File: config.mk
export PLATFORM = sky130hd
export DESIGN_NAME = rr_priority_encoder
export DESIGN_NICKNAME = d
export VERILOG_FILES = /design/src/rtl/rr_priority_encoder.sv
export SDC_FILE = /design/constraint.sdc
export NUM_CORES = 1
export LEC_CHECK = 0
export ABC_AREA = 0
export CORE_ASPECT_RATIO = 1.4
export CORE_MARGIN = 2
export CORE_UTILIZATION = 47
export DETAILED_ROUTE_END_ITERATION = 8
export PLACE_DENSITY = 0.81
export SYNTH_ARGS = -nofsm -noshare
export SYNTH_HDL_FRONTEND = slang
export SYNTH_SLANG_ARGS = --single-unit
File: constraint.sdc
create_clock -name clk -period 2 [get_ports clk]
set_input_delay 0.4 -clock clk [delete_from_list [all_inputs] [get_ports clk]]
set_output_delay 0.4 -clock clk [all_outputs]
set_load 0.03 [all_outputs]
File: src/rtl/rr_priority_encoder.sv
// Registered priority encoder: fixed (highest index) or round-robin selection, one-entry valid/ready output.
// Optional statistics (grant_cnt, ptr_dbg) enabled by defining RR_PRIORITY_ENCODER_STATS_EN.
module rr_priority_encoder #(
  parameter int WIDTH = 8,
  localparam int IW = $clog2(WIDTH)
) (
  input  logic             clk,
  input  logic             rst,
  input  logic [WIDTH-1:0] req,
  input  logic             mode,
  output logic [IW-1:0]    out_idx,
  output logic [WIDTH-1:0] out_gnt,
  output logic             out_valid,
  input  logic             out_ready
`ifdef RR_PRIORITY_ENCODER_STATS_EN
  ,
  output logic [15:0]      grant_cnt,
  output logic [IW-1:0]    ptr_dbg
`endif
);

  typedef enum logic {EMPTY = 1'b0, FULL = 1'b1} state_t;

  state_t           state_p0, state_d;
  logic [IW-1:0]    ptr_p0;
  logic [IW-1:0]    idx_p0;
  logic [WIDTH-1:0] gnt_p0;
  logic [IW-1:0]    base;
  logic [IW-1:0]    sel;
  logic             any_req;
  logic             load;

  assign any_req = |req;

  // Last match wins: lowest priority at base, rising through WIDTH-1, then 0 up to base-1 highest.
  always_comb begin
    sel  = '0;
    base = mode ? ptr_p0 : '0;
    for (int i = 0; i < WIDTH; i++) begin
      if (req[i] && (i >= int'(base))) sel = IW'(i);
    end
    for (int i = 0; i < WIDTH; i++) begin
      if (req[i] && (i < int'(base))) sel = IW'(i);
    end
  end

  always_comb begin
    state_d = state_p0;
    load    = (state_p0 == EMPTY) || out_ready;
    if (load) state_d = any_req ? FULL : EMPTY;
  end

  // Stage p0: output register and rotating pointer.
  always_ff @(posedge clk or posedge rst) begin
    if (rst) begin
      state_p0 <= EMPTY;
      ptr_p0   <= '0;
      idx_p0   <= '0;
      gnt_p0   <= '0;
    end else begin
      state_p0 <= state_d;
      if (load && any_req) begin
        idx_p0 <= sel;
        gnt_p0 <= WIDTH'(1) << sel;
        ptr_p0 <= sel;
      end
    end
  end

  assign out_valid = (state_p0 == FULL);
  assign out_idx   = idx_p0;
  assign out_gnt   = gnt_p0;

`ifdef RR_PRIORITY_ENCODER_STATS_EN
  always_ff @(posedge clk or posedge rst) begin
    if (rst) begin
      grant_cnt <= '0;
    end else if (out_valid && out_ready && (grant_cnt != 16'hFFFF)) begin
      grant_cnt <= grant_cnt + 16'd1;
    end
  end

  assign ptr_dbg = ptr_p0;
`endif

endmodule

After elaboration in Yosys (flattened, before gate mapping)
Index checks and enable logic that the tools add are counted.

word-level totals
  bits in registers = 12
  output and inout bits = 12
  logic and storage cells = 50

cells by class
  order comparisons = 13
  shifts and indexed selects = 1
  multiplexer cells = 16
  bitwise operators = 1
  reduce and logical (&&, ||, !) cells = 16

operators by type and width
  operator             number
  $mux 3               12
  $logic_and 1x1->1    14
  $ge 3x3->1 const A   3
  $lt 3x3->1 const A   3
  $reduce_or 8->1      1
  $shl 1x3->8 const A  1
  $ge 2x3->1 const A   2
  $lt 1x3->1 const A   2
  $lt 2x3->1 const A   2
  $mux 2               2
  $ge 1x3->1 const A   1
  $mux 1               2
  $logic_or 1x1->1     1
  $not 1->1            1

Logic depth before layout (Yosys ltp)
  depth after elaboration = 18
  depth in mapped cells = 7

Worst setup path after synthesis
No wires, ideal clock.

  path type = reg2reg
  from = register, netlist name out_idx[0]
  to = register gnt_p0[2], in the netlist out_gnt[2]
  library setup time = 121 ps
  data arrival time = 1685 ps
  data required time = 1879 ps
  slack = 194 ps
  stages on the path, launching flop included = 8
  path buffers = 1
  period minus slack after synthesis = 1806 ps
  cell sequence = dfrtp_1 buf_6 o31a_1 o21a_1 a221oi_2 o22a_4 o21ai_2 a22o_1

RTL lines
  item                  line  text
  to (signal assigned)  64    gnt_p0 <= WIDTH'(1) << sel;
  to (decl)             27    logic [WIDTH-1:0] gnt_p0;

Final worst setup path
  from = register idx_p0[2], in the netlist out_idx[2]
  to = output out_idx[2]

RTL lines
  item                    line  text
  from (decl)             26    logic [IW-1:0] idx_p0;
  from (signal assigned)  63    idx_p0 <= sel;
  to (decl)               11    output logic [IW-1:0] out_idx,

No word-level cell between the ends.

==> flow_metrics.py <==
metrics = {
    "placement": {
        "port_buffers": 23,
        "dp_hpwl_um": 1878,
        "globalplace.congestion": 0.8055,
    },
    "power": {
        "swShare_pct": 40.83,
        "leakagePower_nw": 0.5636,
        "p_per_area_nw_per_um2": 856.9,
        "clock_power_share_pct": 17.7,
        "vdd_drop_max_mv": 0.6001,
        "p_int_mw": 0.6439,
        "p_seq_share_pct": 32.6,
        "netSwitchingPower_mw": 0.4443,
        "comb_power_share_pct": 49.7,
    },
    "drt": {
        "antenna_left": 0,
        "drt_pass1_iterations": 4,
        "remaining_drc_errors": 0,
        "routedWlPerCell_um": 15.58,
        "wl_met3_um": 117,
        "vias": 911,
        "wl_met1_um": 926,
        "routed_wl_um": 2399,
        "drt_iter0_markers": 19,
        "dr_wl_met2_um": 1268,
        "highest_layer": "met4",
        "vias_per_cell": 5.916,
    },
    "floorplan": {
        "fp.dieW_um": 41.08,
        "coreArea_um2": 1779,
        "dieHeight_um": 55.91,
        "start_util_pct": 50.84,
        "dieArea_um2": 2297,
        "ios": 24,
        "fp-row-count": 18,
    },
    "synth": {
        "synth_cells": 99,
        "yosysUniqueCellTypes": 38,
        "synth_nets": 111,
        "ys_ff_latch": 12,
        "avgSynthCellArea_um2": 9.138,
        "yosys_warnings": 0,
        "yosysSeqAreaShare_pct": 33.20,
        "syn_area_um2": 904.6,
    },
    "critical_path": {
        "cp.required_ns": 1.60,
        "slowest_stage": "clkdlybuf4s50_1",
        "critical-path-max-stage-delay_ns": 0.72,
        "cp_data_arrival_time_ns": 1.51,
        "cp_num_buf_inv": 1,
        "critPathTopFamily": "buffers and inverters",
        "crit_path_cell_trace": "clkdlybuf4s50_1",
        "setup.worst_path.start_class": "flop",
        "critPathKind": "reg2out",
        "end_kind": "output port",
        "crit_path_max_fanout": 11,
    },
    "clock_network": {
        "cts.sinks": 12,
        "clk_latency_ns": 0.27,
        "cts_buffer_depth": 2,
        "cts_root_buf": "clkbuf_4",
        "h-tree-depth": 1,
        "cts_tree": "yes",
        "numCtsBuffers": 3,
        "clk_pin_slew_ns": 0.08,
    },
    "timing": {
        "fmax_mhz": 524.2,
        "hold_slack_ns": 0.4337,
        "setup_tns_ns": 0,
        "worst_pin_slew_ns": 0.4494,
        "rsz0062_at_grt": "yes",
        "setup_viol": 0,
        "min_period_ns": 1.908,
        "fin_skew_ns": 0.003098,
        "relSlewSlack_pct": 70.01,
        "drv_slew": 0,
        "hold_viol": 0,
        "period_share_pct": 95.39,
    },
    "global_route": {
        "grt_pass1_vias": 876,
        "grtUsageTotal_pct": 22.74,
        "grt_pass1_wl_um": 3670,
        "grt_antenna_before_repair": 0,
        "overflow": 0,
        "grt_max_degree": 13,
    },
    "flow_run": {
        "drv_cap": 0,
    },
    "min_path": {
        "hold_path_class": "in2async",
    },
    "finish": {
        "final_cell_mix": "19 x clkdlybuf4s50_1, 16 x nand2_1, 13 x buf_4, 11 x dfrtp_1, 7 x o21ai_1",
        "nets": 147,
        "final_common_cell": "clkdlybuf4s50_1",
        "antennaDiodeCount": 0,
        "layout-drive-gt1-share_pct": 26.12,
        "syn_to_final_growth_pct": 40.39,
    },
    "outcome": {
        "outcome": "finished, final reports clean",
    },
}
## registers in the layout (all words and copies together), names as in the netlist
name	count
out_idx	3
out_valid	1
out_gnt	8
## cell usage after synthesis (all sizes together)
master	count	share of area, %
a21oi	7	5.5
a221oi	2	3.3
a22o	4	3.9
a311o	1	1.1
a311oi	1	0.97
and2	2	1.4
and3	1	0.69
and4	1	1.2
buf	5	4.7
dfrtp	12	33
inv	4	1.7
nand2	17	7.9
nand2b	2	1.4
nand3	3	1.7
nand3b	1	2.2
nand4	3	2.1
nand4b	1	0.97
nor2	8	3.6
nor2b	2	1.7
nor4	2	2.1
o2111ai	1	0.97
o21a	3	2.5
o21ai	11	6.9
o22a	1	1.9
o31a	1	0.97
o31ai	2	3.7
o41ai	1	1.8
## path summary, 6_finish.rpt
check / slack (ns) / start / cells after the start / end
setup / recovery: 0.09 / out_idx[2]$_DFFE_PP0P_ / 1 / out_idx[2]
hold / removal: 0.43 / rst / 2 / out_gnt[1]$_DFFE_PP0P_
setup reg to reg: 0.19 / out_idx[0]$_DFFE_PP0P_ / 6 / out_gnt[6]$_DFFE_PP0P_
hold reg to reg: 0.50 / out_gnt[5]$_DFFE_PP0P_ / 2 / out_gnt[5]$_DFFE_PP0P_
max in group asynchronous: 1.23 / rst / 2 / out_idx[2]$_DFFE_PP0P_
min in group clk: 0.50 / out_gnt[5]$_DFFE_PP0P_ / 2 / out_gnt[5]$_DFFE_PP0P_
## what timing repair did
item / 4_1_cts / 5_1_grt
hold buffers: 0 / 0
setup endpoints to repair: 1 / 9
resized for setup: 1 / 6
buffers inserted: 0 / 0
## stage by stage
step / std cells / setup slack, ns / utilization (%) / cell area, um^2 / total power [mW]
6_report: 154 / 0.09224 / 71.38 / 1270 / 1.088
5_1_grt: 154 / -0.01631 / 71.38 / 1270 / 1.140
4_1_cts: 154 / 0.001635 / 70.39 / 1252 / 1.098
3_5_place_dp: 150 / -0.2778 / 68.28 / 1215 / 0.8963
3_3_place_gp: 150 / -0.2214 / 68.28 / 1215 / 0.8859
2_1_floorplan: 99 / 0.1943 / - / 904.6 / 0.7094
## power groups by stage
stage | registers (mW) | logic (mW) | clock network (mW)
after CTS | 0.354 | 0.543 | 0.200
after global placement | 0.356 | 0.530 | 0
final | 0.354 | 0.541 | 0.193
after detailed placement | 0.357 | 0.539 | 0
after floorplan | 0.414 | 0.296 | 0
after global routing | 0.360 | 0.577 | 0.203
## metal layers
layer | vias up | GRT usage [%]
met5 | - | 0
met4 | 0 | 13.33
met3 | 10 | 2.400
met2 | 32 | 38.62
met1 | 435 | 24.48
li1 | 434 | -
## area by class of cell
class	count	area [um^2]
Fill cell	141	509.2
Tap cell	20	25.02
Timing Repair Buffer	36	337.8
Clock buffer	4	36.28
Multi-Input combinational cell	78	554.3
Sequential cell	12	301.5
Inverter	4	15.01
## cells by family after synthesis
group	Yosys count	share of synthesized area, %
compound gates	35	33.61
simple gates	43	26.83
flops	12	33.20
buf+inv	9	6.361
Power figures use the tool's default switching activity.
